==> src/rtl/block_sync_mlane.sv <==
// Multi-lane 64b/66b block synchroniser: per-lane sync-header hunt, lock
// qualification with good/bad hysteresis, and registered aligned block output.
module block_sync_mlane #(
    parameter int unsigned LANES      = 4,
    parameter int unsigned BLOCK_W    = 66,
    parameter int unsigned BUF_W      = 2 * BLOCK_W,
    parameter int unsigned OFF_W      = $clog2(BLOCK_W),
    parameter int unsigned LOCK_CNT   = 32,
    parameter int unsigned WINDOW     = 64,
    parameter int unsigned UNLOCK_BAD = 16
) (
    input  logic                       clk_i,
    input  logic                       rst_ni,
    input  logic [LANES-1:0]           data_valid_i,
    input  logic [LANES*BUF_W-1:0]     data_buf_i,
    input  logic [LANES-1:0]           force_resync_i,
    output logic [LANES*OFF_W-1:0]     offset_o,
    output logic [LANES-1:0]           lock_o,
    output logic [LANES*BLOCK_W-1:0]   block_o,
    output logic [LANES-1:0]           block_valid_o,
    output logic [LANES-1:0]           hdr_err_o
);

    localparam int unsigned GOOD_W = $clog2(LOCK_CNT + 1);
    localparam int unsigned WIN_W  = $clog2(WINDOW + 1);
    localparam int unsigned BAD_W  = $clog2(UNLOCK_BAD + 1);

    typedef enum logic [1:0] {
        HUNT   = 2'd0,
        TEST   = 2'd1,
        LOCKED = 2'd2
    } state_e;

    for (genvar n = 0; n < LANES; n++) begin : g_lane
        state_e               state_q, state_d;
        logic [OFF_W-1:0]     offset_q, offset_d;
        logic [GOOD_W-1:0]    good_q, good_d;
        logic [WIN_W-1:0]     win_q, win_d;
        logic [BAD_W-1:0]     bad_q, bad_d;
        logic                 lock_q, lock_d;
        logic                 bv_q, bv_d;
        logic                 herr_q, herr_d;
        logic [BLOCK_W-1:0]   block_q, block_d;

        logic [BUF_W-1:0]     window_c;
        logic [BLOCK_W-1:0]   aligned_c;
        logic [1:0]           hdr_c;
        logic                 hdr_good_c;
        logic [OFF_W-1:0]     slip_c;

        // Window extraction at the current offset; header is the low two bits
        assign window_c   = data_buf_i[n*BUF_W +: BUF_W];
        assign aligned_c  = BLOCK_W'(window_c >> offset_q);
        assign hdr_c      = aligned_c[1:0];
        assign hdr_good_c = (hdr_c == 2'b01) || (hdr_c == 2'b10);
        assign slip_c     = (offset_q == OFF_W'(BLOCK_W - 1)) ? '0 : offset_q + OFF_W'(1);

        // Lane state register and output flops
        always_ff @(posedge clk_i or negedge rst_ni) begin
            if (!rst_ni) begin
                state_q  <= HUNT;
                offset_q <= '0;
                good_q   <= '0;
                win_q    <= '0;
                bad_q    <= '0;
                lock_q   <= 1'b0;
                bv_q     <= 1'b0;
                herr_q   <= 1'b0;
                block_q  <= '0;
            end else begin
                state_q  <= state_d;
                offset_q <= offset_d;
                good_q   <= good_d;
                win_q    <= win_d;
                bad_q    <= bad_d;
                lock_q   <= lock_d;
                bv_q     <= bv_d;
                herr_q   <= herr_d;
                block_q  <= block_d;
            end
        end

        // Hunt/test/locked next-state, counters and per-valid output strobes
        always_comb begin
            state_d  = state_q;
            offset_d = offset_q;
            good_d   = good_q;
            win_d    = win_q;
            bad_d    = bad_q;
            block_d  = block_q;
            bv_d     = 1'b0;
            herr_d   = 1'b0;
            if (force_resync_i[n]) begin
                state_d  = HUNT;
                offset_d = '0;
                good_d   = '0;
                win_d    = '0;
                bad_d    = '0;
            end else if (data_valid_i[n]) begin
                herr_d = !hdr_good_c;
                if (state_q == LOCKED) begin
                    bv_d    = 1'b1;
                    block_d = aligned_c;
                end
                unique case (state_q)
                    HUNT: begin
                        if (hdr_good_c) begin
                            if (LOCK_CNT == 1) begin
                                state_d = LOCKED;
                                good_d  = '0;
                            end else begin
                                state_d = TEST;
                                good_d  = GOOD_W'(1);
                            end
                        end else begin
                            offset_d = slip_c;
                        end
                    end
                    TEST: begin
                        if (hdr_good_c) begin
                            if (good_q == GOOD_W'(LOCK_CNT - 1)) begin
                                state_d = LOCKED;
                                good_d  = '0;
                                win_d   = '0;
                                bad_d   = '0;
                            end else begin
                                good_d = good_q + GOOD_W'(1);
                            end
                        end else begin
                            state_d  = HUNT;
                            offset_d = slip_c;
                            good_d   = '0;
                        end
                    end
                    LOCKED: begin
                        // Unlock outranks the window rollover on the same valid
                        if (!hdr_good_c && (bad_q == BAD_W'(UNLOCK_BAD - 1))) begin
                            state_d = HUNT;
                            good_d  = '0;
                            win_d   = '0;
                            bad_d   = '0;
                        end else if (win_q == WIN_W'(WINDOW - 1)) begin
                            win_d = '0;
                            bad_d = '0;
                        end else begin
                            win_d = win_q + WIN_W'(1);
                            if (!hdr_good_c) begin
                                bad_d = bad_q + BAD_W'(1);
                            end
                        end
                    end
                    default: begin
                        state_d = HUNT;
                    end
                endcase
            end
            lock_d = (state_d == LOCKED);
        end

        assign offset_o[n*OFF_W +: OFF_W]     = offset_q;
        assign lock_o[n]                      = lock_q;
        assign block_o[n*BLOCK_W +: BLOCK_W]  = block_q;
        assign block_valid_o[n]               = bv_q;
        assign hdr_err_o[n]                   = herr_q;
    end

endmodule

==> config.mk <==
export PLATFORM = sky130hd
export DESIGN_NAME = block_sync_mlane
export DESIGN_NICKNAME = d
export VERILOG_FILES = /design/src/rtl/block_sync_mlane.sv
export SDC_FILE = /design/constraint.sdc
export NUM_CORES = 2
export LEC_CHECK = 0
export BUFFER_PORTS_ARGS = -buffer_cell sky130_fd_sc_hd__buf_2
export CORE_MARGIN = 4
export CORE_UTILIZATION = 40
export CTS_CLUSTER_DIAMETER = 100
export DETAILED_ROUTE_END_ITERATION = 8
export HOLD_SLACK_MARGIN = 0.06
export PLACE_DENSITY = 0.61
export RECOVER_POWER = 50
export REMOVE_ABC_BUFFERS = 1
export SLEW_MARGIN = 20
export SYNTH_ARGS = -nofsm -noshare
export SYNTH_HDL_FRONTEND = slang
export SYNTH_SLANG_ARGS = --single-unit
==> constraint.sdc <==
create_clock -name clk_i -period 4 [get_ports clk_i]
set_input_delay 0.8 -clock clk_i [delete_from_list [all_inputs] [get_ports clk_i]]
set_output_delay 0.8 -clock clk_i [all_outputs]
set_load 0.05 [all_outputs]
==> results.md <==
- The count of standard-cell rows is 134.
- The final reports fail on max-capacitance violations, max-slew violations.
- The run finished, with violations left.
- By area, the combinational part of the netlist is dominated by multiplexers.
- The adder-cell share of the synthesized area is 0.934%.
- The fraction of power consumed by the clock network is 12.7%.
- TritonCTS built the clock tree.
- The multiplexer area fraction after synthesis is 43.9%.
- The capturing element type of the critical path is a flip-flop.
- The first element of the critical path is g_lane[3].offset_q[0].
- After global routing the overflow that remains totals 0.
- The tightest slew margin relative to the limit is -39.4%.
- The length of the first detailed-routing pass in iterations is 7.
- Setup violations remaining at the end of the flow were counted as 0.
- The most repeated library cell on the critical path is buf_12.
- Ranked by total cell area, the synthesized netlist is headed by mux4_2 (20%), dfrtp_1 (18%), mux2i_1 (14%).
- In this run the worst path has a maximum fanout of 12.
- The clock root buffer master is clkbuf_16.
- After Yosys synthesis, XOR and XNOR cells account for 0.124% of the synthesized area.
- The compound-gate portion of the synthesized area is 15.7%.
- The portion of synthesized cell area occupied by the leading cell type is 20.3%.
- Summing every instance area after synthesis gives 53600 µm².
- The die height is 374 µm.
- By count the netlist is led by nand2_1 (891), nor2_1 (847), mux2i_1 (741).
- Across all register-to-register paths, the minimum setup slack is 90 ps.
- The largest single stage delay on the critical path is 550 ps.
- Summing the areas of all and, or, nand and nor instances in the mapped netlist gives 15.9% of the synthesized area.
- Of the total power, registers draw 10.5%.
- The endpoint identified for the worst register-to-register timing path is g_lane[3].good_q[5].
- The total net switching power is 20.4 mW.
- The number of flops mapped to enable cells by yosys is 0.
- The clock net in this run drives a total of 384 sinks.
- The share of the Yosys chip area taken by registers is 17.9%.
- The worst-case IR drop observed on VDD is 0.331 mV.
- From synthesis to final layout, the design area changed by 17.8%.
- Among all cell types in the netlist, the one instantiated most often is nand2_1.
- A synthesized cell averages 8.55 µm².
- The number of buffer and inverter instances along the worst setup path is 5.
- The flip-flop and latch count after synthesis is 384.
- The data required time at the worst endpoint is 4530 ps.
- After legalization and detailed placement, the total HPWL measured 183 mm.
- The cell family contributing the most delay on the critical path is multiplexers.
- In this run the count of I/O pins placed on the die edge is 842.
- After technology mapping, the gate count stands at 6268.
- Between clock sinks in the finished design, the worst skew comes to 14.4 ps.
- The width of the die is 374 µm.
- In the final layout, the share of cells above drive strength 1 is 32.0%.
- The launching element type of the critical path is a flip-flop.
- Counting I/O delays and the setup requirement, the final critical path takes 3910 ps.
- The leakage dissipation is 27.9 nW.
- The clock latency on the worst-skew pair is 660 ps.
- The TritonCTS buffer count is 52.
- The critical path goes through buf_12 > buf_12 > mux4_2 > mux4_2 > mux2_2 > o2111ai_2 > a21oi_2 > xnor2_2 > buf_12 > and2_4 > buf_4 > a311oi_2 > buf_4 > o21ai_1 > o31ai_2.
- The internal power component is 21.0 mW.
- The post-detailed-route DRC marker count is 0.
- The ratio of final minimum period to clock period is 97.9%.
- The last element of the critical path is g_lane[3].good_q[5].
- The total count of hold-check failures in the final report was 0.
- The final standard cell area without fillers is 63200 µm².
- The primary flip-flop cell chosen by synthesis mapping is dfrtp_1.
- The final net count is 7570.
- The number of global-route vias before repair was 52998.
- In this run the standard cell core region covers 133000 µm².
- Net switching is 49.3% of the power.
- The path class of the tightest hold or removal check is in2reg.
- The final max-slew violation count is 26.
- The congestion estimate from routability-driven global placement came to 1.01.
- The origin of the critical flop-to-flop path is g_lane[3].offset_q[0].
- The initial antenna violation count was 49.
- The final setup slack of the worst path is 85.9 ps.
- In this run the tool buffered the top-level ports with 841 buffer cells.
- Dividing the detail-routed via count by the number of cells gives 6.26.
- The number of buffers on the longest clock path is 3.
- Before CTS, the worst setup slack after placement is -114 ps.
- The clock-pin slew on the worst setup and hold paths is 60 ps.
- The pin count of the biggest net entering global routing is 119.
- The final antenna-violating net count is 0.
- In this run the number of H-tree levels came out at 2.
- The first global-routing pass estimated 341 mm of wire.
- In this run, distinct cell masters in the synthesized netlist total 98.
- The average wire length per cell after detail routing is 26.1 µm.
- The global-route usage over all layers is 31.3%.
- Summing all placed instances gives a cell area of 61100 µm².
- The cell depth of the worst flop-to-flop path is 15.
- The power share of the combinational group is 76.8%.
- Hold is met by 467 ps.
- The first routing iteration left 6499 violations.
- The overall routed net length is 230 mm.
- The total number of yosys warnings is 0.
- The initial core utilization is 40.2%.
- In this run the number of cells on the critical path is 15.
- Based on the critical path, the design can be clocked at up to 255 MHz.
- Summing over every cut layer, the via total after detailed routing is 55314.
- Power spread over the standard cell area amounts to 655 nW/µm².
- The max-cap violation count is 1.
- The kind of critical path is reg2reg.
- The master of the slowest instance on the critical path is mux4_2.
- The transition time at the pin with the least slew margin is 2090 ps.
- In the synthesized netlist the async set-or-reset flop fraction comes to 100%.
- The cell taking the most area after synthesis is mux4_2.
- The floorplan step defined a die boundary enclosing 140000 µm².
- The total of fill cells in the finished design is 13072.
- Setup repair after global routing could not meet its margin everywhere.
- The data arrival time of the worst path is 4440 ps.
[power groups by stage]
stage	Sequential (mW)	Combinational, mW	Clock, mW
global route	4.37	33.6	5.55
detailed placement	4.43	30.5	0
finish	4.35	31.8	5.26
CTS	4.35	30.7	5.41
floorplan	6.33	18.6	0
global placement	4.43	30.3	0
[per-stage QoR]
step	power [mW]	cells	utilization, %	setup TNS [ps]
after global placement	34.7	8693	45.8	-303
final	41.4	8835	47.4	0
after floorplan	24.9	5681	-	-1487490
after global routing	43.5	8824	47.4	-67.0
after CTS	40.5	8792	47.3	0
after detailed placement	34.9	8693	45.8	-964
[kinds of logic after synthesis]
family,after synthesis
compound gates,1403
xor+xnor,5
fa+ha+maj,40
buf+inv,683
flops,384
mux,1688
simple gates,2065
[routing by layer]
metal	wire length, µm	GRT usage (%)	up-vias
li1	-	-	24677
met1	92200	41.4	27120
met2	104000	48.7	2957
met3	22500	7.46	538
met4	11500	13.6	22
met5	154	0	-
[cell usage in the layout (no fill, tap or decap), types with 35 or more instances in the layout]
master and count:
buf_4 358, clkbuf_1 166, nand2b_1 40, o21ai_0 640
dfrtp_1 356, a211oi_1 46, o221ai_1 37, inv_1 74
clkbuf_16 56, mux4_2 483, a21oi_1 285, o22ai_1 49
nand2_1 887, nor2b_1 43, mux2_2 458, ha_1 40
nor2_1 845, mux2i_1 735, buf_12 35, nand3_1 68
o22a_1 69, nor3_1 39, a31oi_1 36, buf_2 692
[worst min path at each step]
stage | start | end | slack [ps] | cells past startpoint
2_1_floorplan | g_lane[3].bad_q[3] | g_lane[3].bad_q[3] | 440 | 1
3_3_place_gp | g_lane[2].block_q[65] | g_lane[2].block_q[65] | 450 | 2
3_5_place_dp | g_lane[1].block_q[6] | g_lane[1].block_q[6] | 460 | 2
4_1_cts | rst_ni | g_lane[1].block_q[62] | 240 | 1
5_1_grt | force_resync_i[3] | g_lane[3].good_q[0] | 440 | 2
6_report | force_resync_i[3] | g_lane[3].good_q[0] | 470 | 2
[timing repair]
action | CTS | global route
setup buffers | 2 | 7
pin swaps | 1 | 5
hold buffers | 0 | 1
gates resized for setup | 5 | 44
cloned | 0 | 2
hold endpoints to repair | 0 | 21
endpoints found under the setup margin | 11 | 68
[layout make-up]
cell class / count / area [µm²] / share of cell area, %
Antenna cell: 32 / 80.1 / 0.127
Tap cell: 1768 / 2210 / 3.50
Timing Repair Buffer: 1257 / 7670 / 12.1
Clock buffer: 70 / 1470 / 2.33
Inverter: 96 / 383 / 0.606
Sequential cell: 384 / 9680 / 15.3
Clock inverter: 27 / 429 / 0.679
Multi-Input combinational cell: 5201 / 41200 / 65.3
[state kept, by name (all words and copies together) (netlist names)]
register and cells:
g_lane.bad_q 20, g_lane.block_q 264, g_lane.bv_q 4, g_lane.good_q 24
g_lane.herr_q 4, g_lane.lock_q 4, g_lane.offset_q 28, g_lane.state_q 8
g_lane.win_q 28
Note: power is estimated with default switching activity, not from simulation.
